### src/rtl/uart_pkg.sv
// Shared UART definitions: FSM state encoding, baud divisor table and line levels.
// Used by both the transmitter and the receiver.
package uart_pkg;

    typedef enum logic [2:0] {
        IDLE   = 3'd0,
        START  = 3'd1,
        DATA   = 3'd2,
        PARITY = 3'd3,
        STOP   = 3'd4
    } uart_state_t;

    localparam int DIV_W = 14;

    // clk cycles per sample tick at 50 MHz, indexed by baud_select
    localparam logic [DIV_W-1:0] BAUD_DIVISOR [8] = '{
        14'd10417, 14'd2604, 14'd651, 14'd326,
        14'd163,   14'd81,   14'd54,  14'd27
    };

    localparam logic LINE_IDLE = 1'b1;
    localparam logic START_LVL = 1'b0;
    localparam logic STOP_LVL  = 1'b1;

    function automatic logic even_parity(input logic [7:0] d);
        return ^d;
    endfunction

endpackage

### src/rtl/uart_baud_gen.sv
// Sample-tick generator: one-clk sample_ENABLE pulse every divisor period,
// restartable through clear so a new frame begins on a full tick.
module uart_baud_gen
    import uart_pkg::*;
(
    input  logic       clk,
    input  logic       reset,
    input  logic       clear,
    input  logic [2:0] baud_select,
    output logic       sample_ENABLE
);

    logic [DIV_W-1:0] div_cnt;
    logic [DIV_W-1:0] div_max;

    assign div_max       = BAUD_DIVISOR[baud_select] - DIV_W'(1);
    assign sample_ENABLE = (div_cnt == div_max);

    always_ff @(posedge clk) begin
        if (!reset || clear) begin
            div_cnt <= '0;
        end else if (sample_ENABLE) begin
            div_cnt <= '0;
        end else begin
            div_cnt <= div_cnt + DIV_W'(1);
        end
    end

endmodule

### src/rtl/uart_transmitter.sv
// UART transmitter: start, 8 data bits LSB first, optional even parity, stop.
// Define UART_TX_PARITY_EN for the 11-bit frame with parity; default is 10-bit.
module uart_transmitter
    import uart_pkg::*;
#(
    parameter int SAMPLES_PER_BIT = 16
) (
    input  logic       clk,
    input  logic       reset,
    input  logic [2:0] baud_select,
    input  logic [7:0] Tx_DATA,
    input  logic       Tx_WR,
    input  logic       Tx_EN,
    output logic       TxD,
    output logic       Tx_BUSY
);

    localparam int TICK_W = (SAMPLES_PER_BIT > 1) ? $clog2(SAMPLES_PER_BIT) : 1;
    localparam logic [TICK_W-1:0] TICK_MAX = TICK_W'(SAMPLES_PER_BIT - 1);

    uart_state_t       state, state_next;
    logic [TICK_W-1:0] tick_cnt, tick_next;
    logic [2:0]        bit_cnt, bit_next, bit_inc;
    logic [7:0]        data_reg, data_next;
    logic [2:0]        baud_reg, baud_next;
    logic              txd_next, busy_next;
    logic              accept, sample_ENABLE, bit_end;

    // Divider runs off the latched baud code so mid-frame changes are invisible
    uart_baud_gen u_baud_gen (
        .clk           (clk),
        .reset         (reset),
        .clear         (accept),
        .baud_select   (baud_reg),
        .sample_ENABLE (sample_ENABLE)
    );

    assign bit_end = sample_ENABLE && (tick_cnt == TICK_MAX);
    assign bit_inc = bit_cnt + 3'd1;

    always_ff @(posedge clk) begin
        if (!reset) begin
            state    <= IDLE;
            tick_cnt <= '0;
            bit_cnt  <= '0;
            data_reg <= '0;
            baud_reg <= '0;
            TxD      <= LINE_IDLE;
            Tx_BUSY  <= 1'b0;
        end else begin
            state    <= state_next;
            tick_cnt <= tick_next;
            bit_cnt  <= bit_next;
            data_reg <= data_next;
            baud_reg <= baud_next;
            TxD      <= txd_next;
            Tx_BUSY  <= busy_next;
        end
    end

    // TxD and Tx_BUSY are registered from the next state, so they change on
    // the same edge as the state itself.
    always_comb begin
        state_next = state;
        tick_next  = tick_cnt;
        bit_next   = bit_cnt;
        data_next  = data_reg;
        baud_next  = baud_reg;
        txd_next   = TxD;
        busy_next  = Tx_BUSY;
        accept     = 1'b0;

        if (state != IDLE && sample_ENABLE) begin
            tick_next = bit_end ? '0 : tick_cnt + TICK_W'(1);
        end

        if (state != IDLE && !Tx_EN) begin
            state_next = IDLE;
            tick_next  = '0;
            bit_next   = '0;
            txd_next   = LINE_IDLE;
            busy_next  = 1'b0;
        end else begin
            case (state)
                IDLE: begin
                    if (Tx_WR && Tx_EN) begin
                        accept     = 1'b1;
                        state_next = START;
                        tick_next  = '0;
                        bit_next   = '0;
                        data_next  = Tx_DATA;
                        baud_next  = baud_select;
                        txd_next   = START_LVL;
                        busy_next  = 1'b1;
                    end
                end
                START: begin
                    if (bit_end) begin
                        state_next = DATA;
                        bit_next   = '0;
                        txd_next   = data_reg[0];
                    end
                end
                DATA: begin
                    if (bit_end) begin
                        if (bit_cnt == 3'd7) begin
                            bit_next   = '0;
`ifdef UART_TX_PARITY_EN
                            state_next = PARITY;
                            txd_next   = even_parity(data_reg);
`else
                            state_next = STOP;
                            txd_next   = STOP_LVL;
`endif
                        end else begin
                            bit_next = bit_inc;
                            txd_next = data_reg[bit_inc];
                        end
                    end
                end
                PARITY: begin
                    if (bit_end) begin
                        state_next = STOP;
                        txd_next   = STOP_LVL;
                    end
                end
                STOP: begin
                    if (bit_end) begin
                        state_next = IDLE;
                        txd_next   = LINE_IDLE;
                        busy_next  = 1'b0;
                    end
                end
                default: begin
                    state_next = IDLE;
                    txd_next   = LINE_IDLE;
                    busy_next  = 1'b0;
                end
            endcase
        end
    end

endmodule

### config.mk
export PLATFORM = sky130hd
export DESIGN_NAME = uart_transmitter
export DESIGN_NICKNAME = d
export VERILOG_FILES = /design/src/rtl/uart_pkg.sv /design/src/rtl/uart_baud_gen.sv /design/src/rtl/uart_transmitter.sv
export SDC_FILE = /design/constraint.sdc
export NUM_CORES = 1
export LEC_CHECK = 0
export CAP_MARGIN = 20
export CORE_MARGIN = 3
export CORE_UTILIZATION = 27
export CTS_CLUSTER_DIAMETER = 30
export DETAILED_ROUTE_END_ITERATION = 8
export SYNTH_ARGS = -nofsm -noshare
export SYNTH_HDL_FRONTEND = slang
export SYNTH_SLANG_ARGS = --single-unit
### constraint.sdc
create_clock -name clk -period 8.7 [get_ports clk]
set_input_delay 1.74 -clock clk [delete_from_list [all_inputs] [get_ports clk]]
set_output_delay 1.74 -clock clk [all_outputs]
set_load 0.005 [all_outputs]
==> summary.md, run 1 <==
| Metric | Value |
|---|---|
| Status | completed |
| CP cell instances | nand2_1, o21ai_0, ha_1, o21ai_0, or4_4, a21oi_2, nor4b_4, nand3b_1, nor2_1 |
| CP max stage delay | about 0.88 ns |
| Clk_skew | slightly above 0.007 ns |
| DRC | 0 |
| N_diodes | 0 |
| Max frequency | about 0.28 GHz |
| Comb power frac | 13.0% |
| Time the worst path needs with I/O delays and setup | approximately 3.5 ns |
| Final setup TNS | 0 ns |
| Vias in the first global route | 1908 |
| Initial Utilization | between 20% and 30% |
| Placed Instance Area | around 2600 um2 |
| Die area | around 9700 um2 |
| Net switching power | 0.0970 mW |
| Avg WL per Cell | 12.3 um |
| CP Data Required Time | between 8 and 9 ns |
| Global-route wire length before repair | about 8700 um |
| Crit path DAT | between 3 and 4 ns |
| Mapped Cells | 287 |
| Max VDD drop | ~0.054 mV |
| Total Power | between 0.3 and 0.4 mW |
| RSZ-0062 raised after global routing | no |
| Vias per Instance | between 4 and 5 |
| Power Density | ~140 nW/um2 |
| Max-cap viol count | 0 |
| Top post-synthesis cells by count | nand2_1, dfxtp_1, nor2_1, nand3_1, xnor2_1 |
| Avg Cell Area, Syn | just over 8 um2 |
| Post_cts resized | 0 |
| Area Growth Syn to Fin | 15.1% |
| Via count | slightly below 2000 |
| Yosys top cell area share | a little under a third |
| Post-synthesis register bit count | 37 |
| DR iter-0 viols | 96 |
| Count leader, synth | nand2_1 |
| Syn_nets | between 300 and 400 |
| Hold-fix buffers, CTS | 0 |
| Critical path's most frequent cell | o21ai_0 |
| Ys async rst share | 0% |
| Die height | 98.7 um |
| Critical Path Fanout Max | 27 |
| Leak | between 0.9 and 1 nW |
| Initial antenna violation count | 0 |
| Clock sinks | 37 |
| Sequential area share after synthesis | 31.9% |
| Horiz. Die Dim | 98.7 um |
| Ports | 17 |
| H-Tree Depth | 2 |
| ANT nets after route | 0 |
| Crit share post-route | around two fifths |
| PortBufs | 16 |
| Slew headroom | between 40% and 50% |
| Synth cell types | 51 |
| Total CTS buffers | 5 |
| Least-Margin Pin Slew | between 0.8 and 0.9 ns |
| Clock latency at the later pin of the worst-skew pair | approximately 0.3 ns |
| Final instance area | approximately 2700 um2 |
| Worst hold path type | register to register |
| Remaining global-route overflow | 0 |
| Mapped Area | 2320 um2 |
| FP Rows | 33 |
| Critical path type | register to register |
| Internal power | 0.271 mW |
| CP Capture Type | register |
| Final setup viols | 0 |
| Post-CTS setup buffer count | 0 |
| Routed WL | ~5000 um |
| Crit-path slowest cell | dfxtp_1 |
| TritonRoute pass-1 iters | 5 |
| Placeable Area | between 8000 and 9000 um2 |
| Largest net degree at the start of global routing | 28 |
| CTS tree | done |
| Sw frac | a little over a quarter |
| Hold slack | between 0.4 and 0.5 ns |
| Final core utilization | about a third |
| Ys flop type | dfxtp_1 |
| Synth top area cells | dfxtp_1, ha_1, nand2_1 |
| Clock buffer depth | 2 |
| Max-slew violations | 0 |
| GRT Total Usage | a little over a tenth |
| Hold Vio Cnt, Final | 0 |
| Clock slew at reported path FFs | approximately 0.080 ns |
| Final HPWL DP | roughly 3700 um |
| Clock power frac | 37.9% |
| Root Buffer | clkbuf_8 |
| Yosys top cell by area | dfxtp_1 |
| EDFF count, synth | 0 |
| Synth warn | 0 |
| Final nets | about 330 |
| Layout cells sized above 1 | under 10% |
| CP Launch Type | register |
| Max reg flops | 14 |
| Gpl congestion | 0.796 |
| Sequential Power Share | roughly half |
## cells by family after synthesis
logic type / share of synthesized area, %
multiplexers: 4.15
adder cells (fa/ha/maj): 6.96
flip-flops: 31.9
XOR/XNOR: 9.06
AND/OR/NAND/NOR: 29.1
AO/OA/AOI/OAI: 15.4
buffers and inverters: 3.45
## metrics by stage
stage | cells | worst slack [ns]
4_1_cts | 405 | 5.15
5_1_grt | 405 | 4.81
6_report | 405 | 5.16
2_1_floorplan | 287 | 5.57
3_5_place_dp | 397 | 5.05
3_3_place_gp | 397 | 5.05
## critical path: cells and delay by family (launching register included)
family	cells	cell delay, ns
simple gates	5	1.69
flops	1	0.88
compound gates	3	0.59
fa+ha+maj	1	0.23
## final timing paths
kind | from | end | slack (ns) | depth (start not counted)
setup / recovery | baud_reg[2] | u_baud_gen.div_cnt[2] | 5.16 | 9
hold / removal | data_reg[1] | data_reg[1] | 0.47 | 2
setup reg to reg | baud_reg[2] | u_baud_gen.div_cnt[2] | 5.16 | 9
hold reg to reg | data_reg[1] | data_reg[1] | 0.47 | 2
## power by group through the flow
stage,clock network (mW),registers [mW],logic (mW)
after global routing,0.148,0.181,0.0541
after floorplan,0,0.181,0.0349
after CTS,0.144,0.180,0.0481
after global placement,0,0.184,0.0476
final,0.139,0.181,0.0477
after detailed placement,0,0.184,0.0480
## placed cells by master (no fill, tap or decap), types with 3 or more instances in the layout
cell type,count
nand2b_1,5
nor3_1,3
nand4b_1,3
xor2_1,10
a21oi_1,10
nand2_1,40
nand3_1,18
o21ai_0,8
a21boi_0,11
o21a_1,3
nor2_1,35
mux2i_1,4
and3_1,6
inv_1,9
clkbuf_8,7
clkdlybuf4s50_1,16
xnor2_1,14
nor3b_1,3
ha_1,12
nand3b_1,6
dfxtp_1,37
## area by class of cell
type                    instances  area [um2]
clock buffers                   7        96.3
clock inverters                 1        8.76
fillers                       868        5630
inverters                       9        33.8
multi-input cells             230        1500
flip-flops and latches         37         741
well taps                     105         131
repair buffers                 16         160
## per-layer routing
| metal | track usage [%] | up-vias | routed length [um] |
|---|---|---|---|
| met5 | 0 | - | 0 |
| met4 | 3.26 | 0 | 69 |
| met3 | 2.41 | 6 | 192 |
| met2 | 16.1 | 32 | 2190 |
| met1 | 15.3 | 907 | 2540 |
| li1 | - | 1017 | - |
Note: power is estimated with default switching activity, not from simulation.
==> inputs of run 2 (changes only) <==
clock period = 3.5 ns   (was 8.7 ns; I/O delays follow)
==> summary.md, run 2 (same netlist as run 1, synthesis figures left out) <==
| Metric | Value |
|---|---|
| Status | completed |
| Die height | roughly 99 um |
| Post_cts resized | 0 |
| Most frequent cells in the layout | nand2_1, dfxtp_1, nor2_1, nand3_1, clkdlybuf4s50_1 |
| Commonest non-fill, non-tap cell in the layout | nand2_1 |
| Worst reg-to-reg path cell count | 13 |
| Post-CTS setup buffer count | 0 |
| Remaining global-route overflow | 0 |
| ANT nets after route | 0 |
| Max-slew violations | 0 |
| Leak | about 0.96 nW |
| Worst hold path type | register to register |
| CP cell instances | inv_1, ha_1, nand2_1, o21ai_0, ha_1, xor2_1, xnor2_1, a2111oi_1, nand4b_1, nor3b_1, nand3b_1, or3b_2, a211oi_1 |
| Hold Vio Cnt, Final | 0 |
| PortBufs | 16 |
| Hold slack | about 0.47 ns |
| Die area | ~9700 um2 |
| CTS tree | done |
| Layout cells sized above 1 | 8.20% |
| Clock slew at reported path FFs | about 0.080 ns |
| Area Growth Syn to Fin | 17.3% |
| # fillers | 866 |
| Crit path DAT | between 3 and 4 ns |
| Clk_skew | between 0.006 and 0.007 ns |
| Critical path type | register to register |
| DRC | 0 |
| TritonRoute pass-1 iters | 4 |
| Critical path's most frequent cell | ha_1 |
| RSZ-0062 raised after global routing | no |
| Final core utilization | 32.8% |
| Initial antenna violation count | 0 |
| Least-Margin Pin Slew | around 0.62 ns |
| Reg area | 742 um2 |
| Area occupied by multi-input gates | about 1500 um2 |
| Initial Utilization | approximately 28% |
| Ports | 17 |
| Global-route wire length before repair | around 8500 um |
| Crit-path slowest cell | or3b_2 |
| Largest net degree at the start of global routing | 17 |
| Root Buffer | clkbuf_8 |
| Max frequency | around 0.31 GHz |
| CP Launch Type | register |
| Clock latency at the later pin of the worst-skew pair | just under 0.3 ns |
| Hold-fix buffers, CTS | 0 |
| FP Rows | 33 |
| GRT Total Usage | around a tenth |
| Slew headroom | 58.2% |
| Vias in the first global route | 1877 |
| Final HPWL DP | 3720 um |
| H-Tree Depth | 2 |
| Vias per Instance | roughly 4.8 |
| CP Data Required Time | around 3.7 ns |
| Crit share post-route | between 90% and 100% |
| Max reg flops | 14 |
| Avg WL per Cell | approximately 12 um |
| Gpl congestion | around 0.82 |
| Final setup viols | 0 |
| Placed cell count | between 400 and 500 |
| CP max stage delay | approximately 0.48 ns |
| Kind of cell adding the most delay to the critical path | simple AND/OR/NAND/NOR gates |
| Clock buffer depth | 2 |
| Max-cap viol count | 0 |
| WP depth | 13 |
| Total CTS buffers | 5 |
| Power Density | 348 nW/um2 |
| Via count | approximately 2000 |
| Critical Path Fanout Max | 6 |
| DR iter-0 viols | approximately 100 |
| Horiz. Die Dim | slightly below 100 um |
| Final setup TNS | 0 ns |
| Non-filler cells in the finished layout | 410 |
| Placeable Area | 8300 um2 |
| Final nets | ~330 |
| CP Capture Type | register |
| Time the worst path needs with I/O delays and setup | roughly 3.2 ns |
| Clock sinks | 37 |
| Hold Path Depth | 2 |
| N_diodes | 0 |
| Max VDD drop | roughly 0.18 mV |
| Routed WL | around 5000 um |
| Bufs and invs on worst path | 1 |
[run 2: cell count changes in the layout (fill, tap and decap cells not counted)]
cell / previous run / this run
buf_4: 0 / 5
clkbuf_8: 7 / 5
a2111oi_0: 1 / 0
a2111oi_1: 0 / 1
bufinv_16: 0 / 1
clkinv_4: 0 / 1
clkinvlp_4: 0 / 1
dfxtp_1: 37 / 36
dfxtp_2: 0 / 1
inv_6: 1 / 0
[run 2: worst paths after layout]
check	from	endpoint	slack [ns]
setup / recovery	baud_reg[0]	state[1]	0.31
hold / removal	data_reg[5]	data_reg[5]	0.47
setup reg to reg	baud_reg[0]	state[1]	0.31
hold reg to reg	data_reg[5]	data_reg[5]	0.47
[run 2: power breakdown]
part / switching [mW] / internal (mW) / leakage, nW / total [mW]
Sequential: 0.0143 / 0.433 / 0.301 / 0.447
Clock: 0.160 / 0.213 / 0.0543 / 0.373
Combinational: 0.0642 / 0.0623 / 0.600 / 0.126
[run 2: final cells by class]
class | count | share of cell area [%]
well taps | 105 | 4.83
repair buffers | 21 | 7.27
multi-input cells | 230 | 55.2
clock inverters | 3 | 1.70
inverters | 9 | 1.24
clock buffers | 5 | 2.53
flip-flops and latches | 37 | 27.3
[run 2: routing by layer]
layer | vias up | global-route usage [%] | wire length [um]
met4 | 0 | 2.84 | 62
met1 | 912 | 14.2 | 2500
met2 | 27 | 17.0 | 2210
met3 | 6 | 2.34 | 137
li1 | 1031 | - | -
met5 | - | 0 | 0
[run 2: worst register-to-register path, delay by kind of cell (launching register included)]
family | cells | cell delay [ns]
AOI/OAI and AO/OA | 3 | 0.57
xor gates and xnor gates | 2 | 0.30
adders and majority gates | 2 | 0.51
buffers and inverters | 1 | 0.14
DFF | 1 | 0.40
and+or+nand+nor | 5 | 1.20
[run 2: through the flow]
stage	setup slack, ns	cell area (um2)	power (mW)
finish	0.309	2720	0.946
global route	0.0588	2720	0.992
CTS	0.204	2720	0.958
detailed placement	0.224	2600	0.583
global placement	0.321	2600	0.580
floorplan	0.367	2320	0.537
==> inputs of run 3 (changes only) <==
--- a/config.mk
+++ b/config.mk
@@ -10,4 +10,5 @@
 export CORE_UTILIZATION = 27
 export CTS_CLUSTER_DIAMETER = 30
+export CTS_CLUSTER_SIZE = 28
 export DETAILED_ROUTE_END_ITERATION = 8
 export SYNTH_ARGS = -nofsm -noshare
==> constraint.sdc (replaced) <==
create_clock -name clk -period 3.5 [get_ports clk]
set_input_delay 0.525 -clock clk [delete_from_list [all_inputs] [get_ports clk]]
set_output_delay 0.525 -clock clk [all_outputs]
set_load 0.005 [all_outputs]
==> results of run 3 <==
Same layout as run 2: the final DEF is identical, and so are final timing and power.
